[src/rtl/fetch_unit.sv]
// rtl/fetch_unit.sv - instruction fetch front end: credit-limited issue, read tracking pipe, return FIFO.
// Optional FETCH_BYPASS_EN presents returning data to decode in the return cycle when the FIFO is empty.
module fetch_unit #(
   parameter int DEPTH   = 4,
   parameter int MEM_LAT = 1
) (
   input  logic        clk,
   input  logic        reset,
   input  logic [15:0] pc_addr,
   output logic        pc_incr,
   input  logic        redirect,
   output logic        mem_rd,
   output logic [15:0] mem_addr,
   input  logic [15:0] mem_rdata,
   output logic [15:0] instr,
   output logic [15:0] instr_pc,
   output logic        instr_valid,
   input  logic        instr_ready
);

   localparam int AW = (DEPTH > 1) ? $clog2(DEPTH) : 1;
   localparam int CW = $clog2(DEPTH + 1);

   logic               r_started;
   logic [MEM_LAT-1:0] r_pv;
   logic [15:0]        r_pa [MEM_LAT];
   logic [15:0]        r_fd [DEPTH];
   logic [15:0]        r_fa [DEPTH];
   logic [AW-1:0]      r_wp;
   logic [AW-1:0]      r_rp;
   logic [CW-1:0]      r_occ;

   int                 w_inflight;
   logic               w_issue;
   logic               w_ret;
   logic [15:0]        w_ret_addr;
   logic               w_empty;
   logic               w_byp;
   logic               w_push;
   logic               w_pop;

   always_comb begin
      w_inflight = 0;
      for (int i = 0; i < MEM_LAT; i++) begin
         w_inflight = w_inflight + int'(r_pv[i]);
      end
   end

   // Credit: buffered plus in-flight reads never exceed FIFO depth, so a return always has room.
   assign w_issue    = r_started && !redirect && ((int'(r_occ) + w_inflight) < DEPTH);
   assign mem_rd     = w_issue;
   assign pc_incr    = w_issue;
   assign mem_addr   = w_issue ? pc_addr : 16'h0000;

   assign w_ret      = r_pv[MEM_LAT-1];
   assign w_ret_addr = r_pa[MEM_LAT-1];
   assign w_empty    = (r_occ == '0);

`ifdef FETCH_BYPASS_EN
   assign w_byp      = w_ret && w_empty && !redirect;
`else
   assign w_byp      = 1'b0;
`endif

   assign instr_valid = !w_empty || w_byp;
   assign w_pop       = !w_empty && instr_ready;
   // A bypassed word taken by decode this cycle is not also written into the FIFO.
   assign w_push      = w_ret && !redirect && !(w_byp && instr_ready);

   always_comb begin
      instr    = 16'h0000;
      instr_pc = 16'h0000;
      if (!w_empty) begin
         instr    = r_fd[r_rp];
         instr_pc = r_fa[r_rp];
      end else if (w_byp) begin
         instr    = mem_rdata;
         instr_pc = w_ret_addr;
      end
   end

   always_ff @(posedge clk or posedge reset) begin
      if (reset) begin
         r_started <= 1'b0;
         r_pv      <= '0;
         r_wp      <= '0;
         r_rp      <= '0;
         r_occ     <= '0;
         for (int i = 0; i < MEM_LAT; i++) begin
            r_pa[i] <= 16'h0000;
         end
         for (int i = 0; i < DEPTH; i++) begin
            r_fd[i] <= 16'h0000;
            r_fa[i] <= 16'h0000;
         end
      end else begin
         r_started <= 1'b1;
         for (int i = MEM_LAT - 1; i > 0; i--) begin
            r_pv[i] <= r_pv[i-1] && !redirect;
            r_pa[i] <= r_pa[i-1];
         end
         r_pv[0] <= w_issue;
         r_pa[0] <= pc_addr;

         // Redirect kills everything buffered; the decode-side pop this cycle already happened.
         if (redirect) begin
            r_wp  <= '0;
            r_rp  <= '0;
            r_occ <= '0;
         end else begin
            if (w_push) begin
               r_fd[r_wp] <= mem_rdata;
               r_fa[r_wp] <= w_ret_addr;
               r_wp       <= r_wp + AW'(1);
            end
            if (w_pop) begin
               r_rp <= r_rp + AW'(1);
            end
            case ({w_push, w_pop})
               2'b10:   r_occ <= r_occ + CW'(1);
               2'b01:   r_occ <= r_occ - CW'(1);
               default: r_occ <= r_occ;
            endcase
         end
      end
   end

endmodule

[config.mk]
export PLATFORM = sky130hd
export DESIGN_NAME = fetch_unit
export DESIGN_NICKNAME = d
export VERILOG_FILES = /design/src/rtl/fetch_unit.sv
export SDC_FILE = /design/constraint.sdc
export NUM_CORES = 1
export LEC_CHECK = 0
export CAP_MARGIN = 20
export CORE_ASPECT_RATIO = 0.9
export CORE_MARGIN = 2
export CORE_UTILIZATION = 40
export DETAILED_ROUTE_END_ITERATION = 6
export GPL_TIMING_DRIVEN = 0
export HOLD_SLACK_MARGIN = 0.06
export PLACE_DENSITY_LB_ADDON = 0.05
export SYNTH_ARGS = -nofsm -noshare
export SYNTH_HDL_FRONTEND = slang
export SYNTH_SLANG_ARGS = --single-unit
[constraint.sdc]
create_clock -name clk -period 5.2 [get_ports clk]
set_clock_uncertainty 0.15 [all_clocks]
set_input_delay 0.78 -clock clk [delete_from_list [all_inputs] [get_ports clk]]
set_output_delay 0.78 -clock clk [all_outputs]
set_load 0.01 [all_outputs]
* Word-level counts from Yosys, hierarchy flattened
Index checks and enable logic that the tools add are counted.
Operators by class: $add $sub $neg 5, $lt $le $gt $ge 4, eq/ne operators 2, muxes and demuxes 19, bitwise logic cells 3, reductions and logical operators 12
Operators with widths (count):
- 64-bit bitwise mux | 2
- 16-bit 2-to-1 mux | 8
- 16-bit binary-select mux with 2-bit select | 2
- 16-bit demux with 2-bit select | 1
- 2-bit 2-to-1 mux | 4
- 3-bit >= comparator, second input constant | 2
- 2-bit NOT with 3-bit output | 2
- 3-bit case mux with 2 select lines | 1
- 1-bit logical AND | 5
- 2-bit by 1-bit adder with 2-bit output, second input constant | 2
- 3-bit by 1-bit adder with 4-bit output | 1
- 4-bit by 3-bit < comparator with 1-bit output, second input constant | 1
- 2-bit nonzero test | 2
- 3-bit by 1-bit adder with 3-bit output, second input constant | 1
- 3-bit logical NOT | 1
- 3-bit by 1-bit < comparator with 1-bit output, second input constant | 1
- 3-bit 2-to-1 mux | 1
- 3-bit nonzero test | 1
- 3-bit by 1-bit subtractor with 3-bit output, second input constant | 1
- 2-bit by 1-bit equality test with 1-bit output, second input constant | 1
- 2-bit equality test, second input constant | 1
- 1-bit logical NOT | 2
- 2-bit AND reduction | 1
- 1-bit NOT | 1
Word-level totals: bits in registers 153, input port bits 36, output and inout bits 51, logic and storage cells 59

* Depth between registers and ports, before layout
word-level depth 6, mapped depth 7, depth with buffers taken out 6

* Worst setup path before layout
No wires, ideal clock.
path type in2out, from input redirect, to output mem_addr[10], data arrival time 1.681 ns, required time 4.270 ns, slack 2.589 ns, stages 5, path buffers 2, cells stage by stage nor2_1 -> and3_1 -> clkbuf_1 -> clkbuf_1 -> and2_1
Between the ends: cells in the longest elaborated chain, start to end 4
RTL lines:
- start: declaration | RTL line 11 | input logic redirect,
- 1-bit logical NOT | RTL line 50 | assign w_issue = r_started && !redirect && ((int'(r_occ) + w_inflight) < DEPTH);
- 1-bit logical AND (2 in a row) | RTL line 50
- named net mem_rd | RTL line 12 | output logic mem_rd,
- 16-bit 2-to-1 mux | RTL line 53 | assign mem_addr = w_issue ? pc_addr : 16'h0000;
- end: declaration | RTL line 13 | output logic [15:0] mem_addr,
The timed path passes the listed nets, and every way through them passes these cells.

* Worst setup path in the final report
from input redirect, to output mem_addr[6]
Between the ends: cells in the longest elaborated chain, start to end 4
RTL lines (RTL line):
- 1-bit logical NOT | 50
- 1-bit logical AND (2 in a row) | 50
- 16-bit 2-to-1 mux | 53
Every way passes these cells.

==> flow_summary_export.csv <==
group,metric,value,unit
outcome,outcome,"finished, final reports clean",
critical_path,crit_fanout,12,
worst_hold_path,min_from,"r_fd[28]",
logic_synthesis,netlist_instances,433,
place,portBuffers,86,
place,dp_hpwl,9368,um
place,dpl.cell_count,731,
logic_synthesis,ys_seq_area_frac,0.5644,
logic_synthesis,synth_xor_area_frac,0.007746,
logic_synthesis,synth_simple_gate_area_share,0.05957,
clock_tree,cts_tree,"built",
logic_synthesis,synthMuxAreaShare,0.3202,
floorplan,ioPinCount,87,
power_and_ir_drop,ir_drop,0.2061,mV
logic_synthesis,synth_compound_area_frac,0.007931,
cells_and_area,final_common_cell,"dfrtp_1",
worst_hold_path,min_path_type,"reg2reg",
power_and_ir_drop,power_density,531.2,nW/um^2
global_routing,grt.total_usage,0.1741,
place,dp_worst_setup_slack,1064,ps
drt,drcViolationCount,0,
timing,setup_viol_count_final,0,
timing,setup_ws,1181,ps
drt,post_drt_wl_per_cell,18.94,um
drt,first_pass_iters,4,
floorplan,rows,45,
cells_and_area,num_antenna_cells,0,
floorplan,die_area,18020,um^2
critical_path,timing_worst_setup_path_type,"in2out",
clock_tree,clock_sinks,153,
timing,post-route-period-util,0.7729,
clock_tree,htree_levels,4,
clock_tree,clock_path_buffers,2,
critical_path,rr_worst_depth,5,
critical_path,worstPathRequired,4270,ps
cells_and_area,final_cells,763,
timing,tightest_slew,731.1,ps
logic_synthesis,yosys.area_share.adder,0.01033,
clock_tree,cts_setup_buffers,0,
logic_synthesis,syn-cell-area,6784,um^2
cells_and_area,drive_gt1_frac,0.3967,
clock_tree,cts_resized,0,
timing,fmax,248.8,MHz
logic_synthesis,syn_avg_cell_area,15.67,um^2
critical_path,crit_path_end_kind,"output port",
power_and_ir_drop,power,4.543,mW
drt,drt_iter0_markers,167,
drt,vias,3883,
global_routing,grt_pass1_wl,23400,um
place,gp_congestion,0.7054,
critical_path,crit_start,"redirect",
logic_synthesis,synth_enable_flop_cells,0,
floorplan,start_util,0.4057,
logic_synthesis,synth_flop_cell,"dfrtp_1",
drt,wl,14450,um
worst_hold_path,hold_depth,1,
critical_path,worstReg2RegStart,"r_occ[1]",
clock_tree,clkSlewWorstSetupHoldPaths,60,ps
cells_and_area,fin_nets,580,
logic_synthesis,yosysWarnings,0,
logic_synthesis,synthDistinctLibCells,29,
critical_path,r2r-end,"r_occ[1]",
logic_synthesis,ys_ff_latch,153,
global_routing,grt_antenna_before_repair,0,
cells_and_area,fin_util,0.5113,
floorplan,die_w,141.3,um
logic_synthesis,synth_top_family_by_area,"multiplexers",
timing,rsz0062_at_grt,"no",
drt,viasPerCell,5.089,
critical_path,worst-r2r-setup-slack,2710,ps
clock_tree,clk_latency,420,ps
global_routing,grt_pass1_vias,4231,
logic_synthesis,async_reset_ff_frac,1.000,
power_and_ir_drop,power.leakage,3.815,nW
timing,fin_crit,4019,ps
timing,final_max_slew_viol_count,0,
cells_and_area,area_delta_synth_final,26.04,%
critical_path,startpoint_type,"input port",
logic_synthesis,syn_nets,474,
timing,slew_headroom,0.5126,
global_routing,grt_start_max_net_pins,80,
floorplan,core,16720,um^2
timing,hold_ws,349.0,ps
cells_and_area,fillers,1428,
clock_tree,numCtsBuffers,17,
cells_and_area,most-common-layout-cells,"153 x dfrtp_1, 128 x mux2_2, 86 x clkdlybuf4s50_1",
floorplan,fp.dieH,127.6,um
critical_path,cp.arrival,3090,ps
timing,hold_violations,0,
clock_tree,clock-root-buffer,"clkbuf_16",
flow_run,maxCapViolations,0,
global_routing,gr-total-overflow,0,
drt,ant_nets,0,
clock_tree,hold_buffers,0,
worst_hold_path,min_to,"r_fd[28]",
## cell usage after synthesis, types with 2 or more instances
master | count | area [um^2]
and2_1 | 48 | 300.3
buf_2 | 3 | 15.01
buf_4 | 20 | 150.1
clkbuf_1 | 6 | 22.52
dfrtp_1 | 153 | 3829
ha_1 | 4 | 50.05
inv_1 | 3 | 11.26
mux2_2 | 128 | 1441
mux4_2 | 32 | 720.7
nand2_1 | 5 | 18.77
nand3_1 | 2 | 10.01
nor2_1 | 8 | 30.03
xnor2_1 | 4 | 35.03
xor2_1 | 2 | 17.52
## routing by layer
layer	routed length, um	share of wire	vias to the layer above	track usage
met5	0	0	-	0
met4	216	0.015	0	0.05824
met3	513	0.035	15	0.04535
met2	7057	0.49	70	0.2816
met1	6663	0.46	2028	0.2302
li1	-	-	1770	-
## state kept, by name, indices dropped and copies added, names as in the netlist
signal and cells:
r_fa 64, r_fd 64, r_pa 16, r_occ 3
r_rp 2, r_wp 2, r_pv 1, r_started 1
## how the worst max path moves through the flow
stage,to,slack (ps),cells after the start
3_5_place_dp,mem_addr[12],1060,7
4_1_cts,mem_addr[6],1050,7
5_1_grt,mem_addr[12],970,7
3_3_place_gp,r_fd[60],-1960,2
2_1_floorplan,r_fa[0],150,1
6_report,mem_addr[6],1180,7
## final cells by class
class	count	area, um^2	area share
sequential	153	3829	0.4478
multi-input combinational	248	2756	0.3224
timing repair buffer	87	888.4	0.1039
clock buffer	23	498.0	0.05824
tap	211	264.0	0.03088
buffer	29	187.7	0.02195
clock inverter	9	111.4	0.01302
inverter	3	16.27	0.001902
## logic make-up after synthesis
logic type	Yosys count
other	1
AOI/OAI and AO/OA	6
xor gates and xnor gates	6
buffers and inverters	32
adders and majority gates	5
muxes	161
and+or+nand+nor	69
DFF	153
## critical path: stages
cell and delay [ps]:
clkdlybuf4s50_1 430, nor2_1 90, and3_1 160, clkbuf_1 360, clkbuf_1 520, and2_1 210, clkdlybuf4s50_1 530
## per-stage QoR
stage	cell area, um^2	TNS (ps)
2_1_floorplan	6784	0
3_3_place_gp	7909	-298070
3_5_place_dp	7941	0
4_1_cts	8551	0
5_1_grt	8551	0
6_report	8551	0
## power by group
part,switching (mW),internal [mW]
combinational,0.634,0.980
sequential,0.162,1.51
clock,0.484,0.773
(Power assumes the default switching activity.)
